===== config.mk =====
export PLATFORM = sky130hd
export DESIGN_NAME = bin_to_bcd_seq
export DESIGN_NICKNAME = d
export VERILOG_FILES = /design/src/rtl/bin_to_bcd_seq.sv
export SDC_FILE = /design/constraint.sdc
export NUM_CORES = 1
export LEC_CHECK = 0
export CAP_MARGIN = 40
export CORE_MARGIN = 2
export CORE_UTILIZATION = 35
export CTS_CLUSTER_SIZE = 12
export DETAILED_ROUTE_END_ITERATION = 10
export HOLD_SLACK_MARGIN = 0.05
export PLACE_DENSITY = 0.55
export SLEW_MARGIN = 20
export SYNTH_ARGS = -nofsm -noshare
export SYNTH_HDL_FRONTEND = slang
export SYNTH_SLANG_ARGS = --single-unit

===== constraint.sdc =====
create_clock -name clk -period 1.95 [get_ports clk]
set_input_delay 0.195 -clock clk [delete_from_list [all_inputs] [get_ports clk]]
set_output_delay 0.195 -clock clk [all_outputs]
set_load 0.05 [all_outputs]

===== src/rtl/bin_to_bcd_seq.sv =====
// bin_to_bcd_seq: sequential double-dabble binary-to-BCD converter, one operand bit per clock.
// Optional macro BIN_TO_BCD_SELFCHECK_EN adds a registered digit_err flag on the result.
module bin_to_bcd_seq #(
    parameter int BIN_WIDTH = 8,
    parameter int DIGITS    = 3
) (
    input  logic                  clk,
    input  logic                  reset,
    input  logic                  start,
    input  logic [BIN_WIDTH-1:0]  bin_in,
    output logic                  busy,
    output logic                  done,
    output logic [4*DIGITS-1:0]   bcd_out,
    output logic                  ovf
`ifdef BIN_TO_BCD_SELFCHECK_EN
    ,
    output logic                  digit_err
`endif
);
    localparam int BCD_W = 4 * DIGITS;
    localparam int CNT_W = $clog2(BIN_WIDTH + 1);

    localparam logic [1:0] S_IDLE  = 2'd0;
    localparam logic [1:0] S_SHIFT = 2'd1;
    localparam logic [1:0] S_DONE  = 2'd2;

    function automatic logic [3:0] add3_if_ge5(input logic [3:0] d);
        return (d >= 4'd5) ? d + 4'd3 : d;
    endfunction

    function automatic logic [BCD_W-1:0] correct_digits(input logic [BCD_W-1:0] s);
        logic [BCD_W-1:0] r;
        r = s;
        for (int i = 0; i < DIGITS; i++) begin
            r[4*i +: 4] = add3_if_ge5(s[4*i +: 4]);
        end
        return r;
    endfunction

`ifdef BIN_TO_BCD_SELFCHECK_EN
    function automatic logic any_digit_bad(input logic [BCD_W-1:0] s);
        logic bad;
        bad = 1'b0;
        for (int i = 0; i < DIGITS; i++) begin
            bad = bad | (s[4*i+3] & (s[4*i+2] | s[4*i+1]));
        end
        return bad;
    endfunction
`endif

    logic [1:0]           state_q, state_d;
    logic [CNT_W-1:0]     cnt_q, cnt_d;
    logic [BIN_WIDTH-1:0] bin_q, bin_d;
    logic [BCD_W-1:0]     scratch_q, scratch_d;
    logic                 ovf_acc_q, ovf_acc_d;
    logic [BCD_W-1:0]     bcd_q, bcd_d;
    logic                 ovf_q, ovf_d;
`ifdef BIN_TO_BCD_SELFCHECK_EN
    logic                 digit_err_q, digit_err_d;
`endif

    logic [BCD_W-1:0]     corrected;
    logic [BCD_W-1:0]     scratch_shl;
    logic [BIN_WIDTH-1:0] bin_shl;
    logic                 shift_out;

    always_comb begin
        state_d   = state_q;
        cnt_d     = cnt_q;
        bin_d     = bin_q;
        scratch_d = scratch_q;
        ovf_acc_d = ovf_acc_q;
        bcd_d     = bcd_q;
        ovf_d     = ovf_q;
`ifdef BIN_TO_BCD_SELFCHECK_EN
        digit_err_d = digit_err_q;
`endif
        // Carry out of the top digit is dropped, leaving the result modulo 10^DIGITS.
        corrected = correct_digits(scratch_q);
        {shift_out, scratch_shl, bin_shl} = {corrected, bin_q, 1'b0};

        case (state_q)
            S_IDLE: begin
                if (start) begin
                    bin_d     = bin_in;
                    scratch_d = '0;
                    ovf_acc_d = 1'b0;
                    cnt_d     = CNT_W'(BIN_WIDTH);
                    state_d   = S_SHIFT;
                end
            end
            S_SHIFT: begin
                bin_d     = bin_shl;
                scratch_d = scratch_shl;
                ovf_acc_d = ovf_acc_q | shift_out;
                cnt_d     = cnt_q - CNT_W'(1);
                if (cnt_q == CNT_W'(1)) begin
                    bcd_d   = scratch_shl;
                    ovf_d   = ovf_acc_q | shift_out;
`ifdef BIN_TO_BCD_SELFCHECK_EN
                    digit_err_d = any_digit_bad(scratch_shl);
`endif
                    state_d = S_DONE;
                end
            end
            S_DONE:  state_d = S_IDLE;
            default: state_d = S_IDLE;
        endcase
    end

    always_ff @(posedge clk) begin
        if (reset) begin
            state_q   <= S_IDLE;
            cnt_q     <= '0;
            bin_q     <= '0;
            scratch_q <= '0;
            ovf_acc_q <= 1'b0;
            bcd_q     <= '0;
            ovf_q     <= 1'b0;
`ifdef BIN_TO_BCD_SELFCHECK_EN
            digit_err_q <= 1'b0;
`endif
        end else begin
            state_q   <= state_d;
            cnt_q     <= cnt_d;
            bin_q     <= bin_d;
            scratch_q <= scratch_d;
            ovf_acc_q <= ovf_acc_d;
            bcd_q     <= bcd_d;
            ovf_q     <= ovf_d;
`ifdef BIN_TO_BCD_SELFCHECK_EN
            digit_err_q <= digit_err_d;
`endif
        end
    end

    assign busy    = (state_q != S_IDLE);
    assign done    = (state_q == S_DONE);
    assign bcd_out = bcd_q;
    assign ovf     = ovf_q;
`ifdef BIN_TO_BCD_SELFCHECK_EN
    assign digit_err = digit_err_q;
`endif

endmodule


Yosys cells after proc, flatten, opt, wreduce, memory -nomap -nowiden. Cells that the tools add are included.

Register bits: 40. Output and inout bits: 15. Word-level logic and storage cells: 40.

Add/sub/neg operators: 4. Magnitude comparators: 3. Eq/ne operators: 5. Multiplexer cells: 14. Bitwise operators: 1. Reductions and logical operators: 6.

Operator list (count): one-hot mux 12 bit (2 select lines) (1); 2-to-1 mux 4 bit (4); one-hot mux 8 bit (2 select lines) (1); adder 4 x 2 -> 4 bit, second input constant (3); >= comparator 4 x 3 -> 1 bit, second input constant (3); 2-to-1 mux 12 bit (1); 2-to-1 mux 8 bit (1); one-hot mux 4 bit (2 select lines) (1); AND reduction 2 bit (3); == test 4 x 1 -> 1 bit, second input constant (1); 2-to-1 mux 2 bit (2); inequality test 2 bit, second input constant (2); one-hot mux 2 bit (2 select lines) (1); nonzero test 2 bit (2); subtractor 4 x 1 -> 4 bit, second input constant (1); == test 2 x 1 -> 1 bit, second input constant (1); == test 2 bit, second input constant (1); zero test 2 bit (1); one-hot mux 1 bit (2 select lines) (1); 2-to-1 mux 1 bit (1); bitwise OR 1 bit (1).

Depth between registers and ports, before layout.
Depth after elaboration: 4. Gate-level depth with buffers: 6.

Least setup slack after synthesis. No wires, ideal clock.

Kind: flip-flop to output port. From: register state_q[1]. To: output port done. Arrival time: 1358 ps. Required time: 1755 ps. Slack: 397 ps. Stages on the path, launching flop included: 3. Cells stage by stage: dfxtp_1 > clkbuf_1 > nor2b_1.

Word-level cells in the longest chain between the ends: 1.

Ends and longest elaborated chain: start: declaration (RTL line 51) `logic [1:0] state_q, state_d;`; start signal: assignment (RTL line 124) `state_q <= state_d;`; == test 2 bit (RTL line 138) `assign done = (state_q == S_DONE);`; end: declaration (RTL line 12) `output logic done,`.

Every way passes these cells.

Final worst setup path.
From: register bcd_q[0] (netlist: bcd_out[0]). To: output port bcd_out[0].

RTL lines: start: declaration (RTL line 56) `logic [BCD_W-1:0] bcd_q, bcd_d;`; start signal: assignment (RTL line 118) `bcd_q <= '0;`; start signal: assignment (RTL line 129) `bcd_q <= bcd_d;`; end: declaration (RTL line 13) `output logic [4*DIGITS-1:0] bcd_out,`.

No word-level cell between the ends.

==> reports/summary.txt <==
CRITICAL PATH
-------------------------------------------------------------------------------------
Maximum single-stage delay on the critical path                               0.81 ns
Required @ worst endpoint                                                     1.75 ns
CP max-delay cell                                                        sky130_fd_sc_hd__clkdlybuf4s50_1
Sum of buffers and inverters on the critical path                                   1
Cell family with the largest share of critical-path delay                buffers and inverters
Setup Crit Path Kind                                                          reg2out
Maximum fanout along the worst path                                                 2
Arrival @ worst endpoint                                                      1.46 ns
Crit end category                                                          output pin
Cells along the critical path                                            clkdlybuf4s50_1
Type of origin of the critical path                                         flip-flop

CLOCK NETWORK
-------------------------------------------------------------------------------------
Number of post-CTS setup repair buffers                                             0
Number of gates resized after cts                                                   0
Clock root buffer                                                        sky130_fd_sc_hd__clkbuf_8
Hold bufs inserted after CTS                                                        0
Max clock buf depth                                                                 2
Number of buffers created by CTS                                                    5
H-Tree Level Count                                                                  2
Clk sink count                                                                     40
Clock latency on the worst-skew pair                                          0.29 ns
Clock tree from TritonCTS                                                       built
Clock transition at path regs                                                 0.08 ns

SYNTH
-------------------------------------------------------------------------------------
Library cell with the largest summed area after synthesis                sky130_fd_sc_hd__dfxtp_1
Flip-flop and latch count after synthesis                                          40
Sequential area share after synthesis                                           43.3%
Netlist area before placement                                              1850 sq um
Average footprint of a synthesized cell                                    8.72 sq um
Area share of the leading cell type in the synthesized netlist                  43.3%
Dominant cells by area after synthesis                                   sky130_fd_sc_hd__dfxtp_1 43%, sky130_fd_sc_hd__nor2_1 6.7%, sky130_fd_sc_hd__ha_1 5.4%
Cell variety after synth                                                           32
Number of cells produced by synthesis                                             212
Count of synthesis-stage warnings from yosys                                        0
Mapped Nets                                                                       231

TIMING
-------------------------------------------------------------------------------------
Final setup TNS                                                                  0 ns
Count of final setup violators                                                      0
Post-route clock period utilization                                             84.8%
Final number of max-transition violations                                           0
Final setup margin                                                           0.296 ns
Maximum operating frequency                                                 0.605 GHz
Worst Clk Skew                                                             0.00328 ns
Fin crit period                                                               1.65 ns
Slew Limit Headroom                                                             66.4%
RSZ-0062 raised after global routing                                            false
Transition time of the tightest slew-check pin                               0.502 ns
Worst hold slack                                                             0.470 ns
Final hold violations                                                               0

GRT
-------------------------------------------------------------------------------------
Via count of the first global-routing pass                                      1,471
Global-route wire length before repair                                        7.00 mm
Grt total ovfl                                                                      0
Largest net degree at the start of global routing                                  22
Number of antenna violations at the first check in global routing                   0
Global router's overall resource usage                                          14.8%

FLOW RUN
-------------------------------------------------------------------------------------
Max-capacitance violation count                                                     0

PWR
-------------------------------------------------------------------------------------
Cell area power density                                                   723 nW/um^2
Post-route total power                                                        1.67 mW
VDD IR max                                                                   0.380 mV
Static leakage power                                                         0.826 nW

PLACEMENT
-------------------------------------------------------------------------------------
Routability cong.                                                               0.784
Placement-stage worst setup slack                                            0.357 ns
Buffers on Ports                                                                   25
HPWL after DPL                                                                2.75 mm

FINISH
-------------------------------------------------------------------------------------
Layout cell share with drive strength beyond 1                                  11.9%
Most frequent standard cell in the layout excluding fill and tap cells   sky130_fd_sc_hd__dfxtp_1
Antenna cells                                                                       0
Area overhead of the layout relative to synthesis                               25.0%
Total Nets Final                                                                  261
Most used cells in the layout excluding fill and tap cells               40 x sky130_fd_sc_hd__dfxtp_1, 33 x sky130_fd_sc_hd__nor2_1, 23 x sky130_fd_sc_hd__clkdlybuf4s50_1

FLOORPLANNING
-------------------------------------------------------------------------------------
Number of placed I/O pins                                                          26
Width of the die                                                              76.7 um
Site row count                                                                     26
Core region area                                                           5110 sq um
Die outline area                                                           5880 sq um
Initial core utilization                                                        36.2%
Vertical die dimension                                                        76.7 um

DRT
-------------------------------------------------------------------------------------
DRC Markers                                                                         0
Number of DRC markers after the initial detailed-route iteration                   80
Total iterations of the first detailed-routing run                                  4
Total vias in the final route                                                   1,518
Final WL                                                                      3.87 mm
Routed vias/inst                                                                 4.85
Average wire length per cell after detail routing                             12.4 um
Routed Antenna Nets                                                                 0

OUTCOME
-------------------------------------------------------------------------------------
Outcome                                                                  finished, final reports clean

MIN PATH
-------------------------------------------------------------------------------------
Path type of the worst min-delay path                                         reg2reg

==> final cells by class <==
type | count | area (sq um)
Clock buffer | 6 | 82.6
Clock inverter | 2 | 10.0
Fill cell | 522 | 2800
Inverter | 12 | 45.0
Multi-Input combinational cell | 149 | 958
Sequential cell | 40 | 801
Tap cell | 70 | 87.6
Timing Repair Buffer | 34 | 325
==> sequential cells by signal (all words and copies together) (netlist names) <==
| name | count |
|---|---|
| scratch_q | 12 |
| bin_q | 8 |
| ovf_acc_q | 1 |
| cnt_q | 4 |
| ovf | 1 |
| state_q | 2 |
| bcd_out | 12 |
==> report_power, final <==
part | switching (mW) | total, mW | internal, mW
clock network | 0.287 | 0.569 | 0.282
logic | 0.125 | 0.231 | 0.106
registers | 0.0223 | 0.870 | 0.848
total | 0.434 | 1.67 | 1.24
==> cell usage after synthesis (all sizes together) <==
library cell and count:
a211oi 8, a21oi 17, a22oi 1, a2bb2oi 1, a311oi 2, a32o 3
buf 8, clkbuf 3, dfxtp 40, ha 8, inv 12, mux2 4
mux2i 1, nand2 5, nand2b 12, nand3b 1, nor2 33, nor2b 6
nor3 6, nor3b 8, nor4b 1, o21ai 10, o21ba 1, o21bai 1
o22ai 12, o31ai 3, or2 2, xnor2 3
==> kinds of logic (layout without fill, tap and decap cells) <==
logic type	Yosys count	in the layout	share of synthesized area, %
simple gates	74	74	21.0
flops	40	40	43.3
fa+ha+maj	8	8	5.42
buf+inv	23	54	5.28
xor+xnor	3	3	1.42
compound gates	59	59	20.6
mux	5	5	2.98
==> worst paths after layout <==
check                    start           end  slack [ns]  depth (start not counted)
setup / recovery    bcd_out[0]    bcd_out[0]        0.30                          1
hold / removal        bin_q[6]      bin_q[6]        0.47                          2
setup reg to reg  scratch_q[0]  scratch_q[2]        0.32                          6
hold reg to reg       bin_q[6]      bin_q[6]        0.47                          2
==> worst min-delay path: stages (launching register included) <==
cell and delay, ns:
sky130_fd_sc_hd__dfxtp_1 0.30, sky130_fd_sc_hd__inv_1 0.06, sky130_fd_sc_hd__a211oi_1 0.06
==> routing by layer <==
metal	wire length [um]	vias up	global-route usage (%)	part of all wire, %
met4	61	0	5.45	1.6
met3	155	6	3.88	4.0
met1	1920	686	19.3	50
li1	-	800	-	-
met5	0	-	0	0
met2	1730	26	23.7	45
==> stage by stage <==
stage                     area [sq um]  util [%]  instances
after floorplan                   1850         -        212
after global placement            2220      43.4        305
after detailed placement          2220      43.4        305
after CTS                         2310      45.2        313
after global routing              2310      45.2        313
final                             2310      45.2        313
Note: power is estimated with default switching activity, not from simulation.
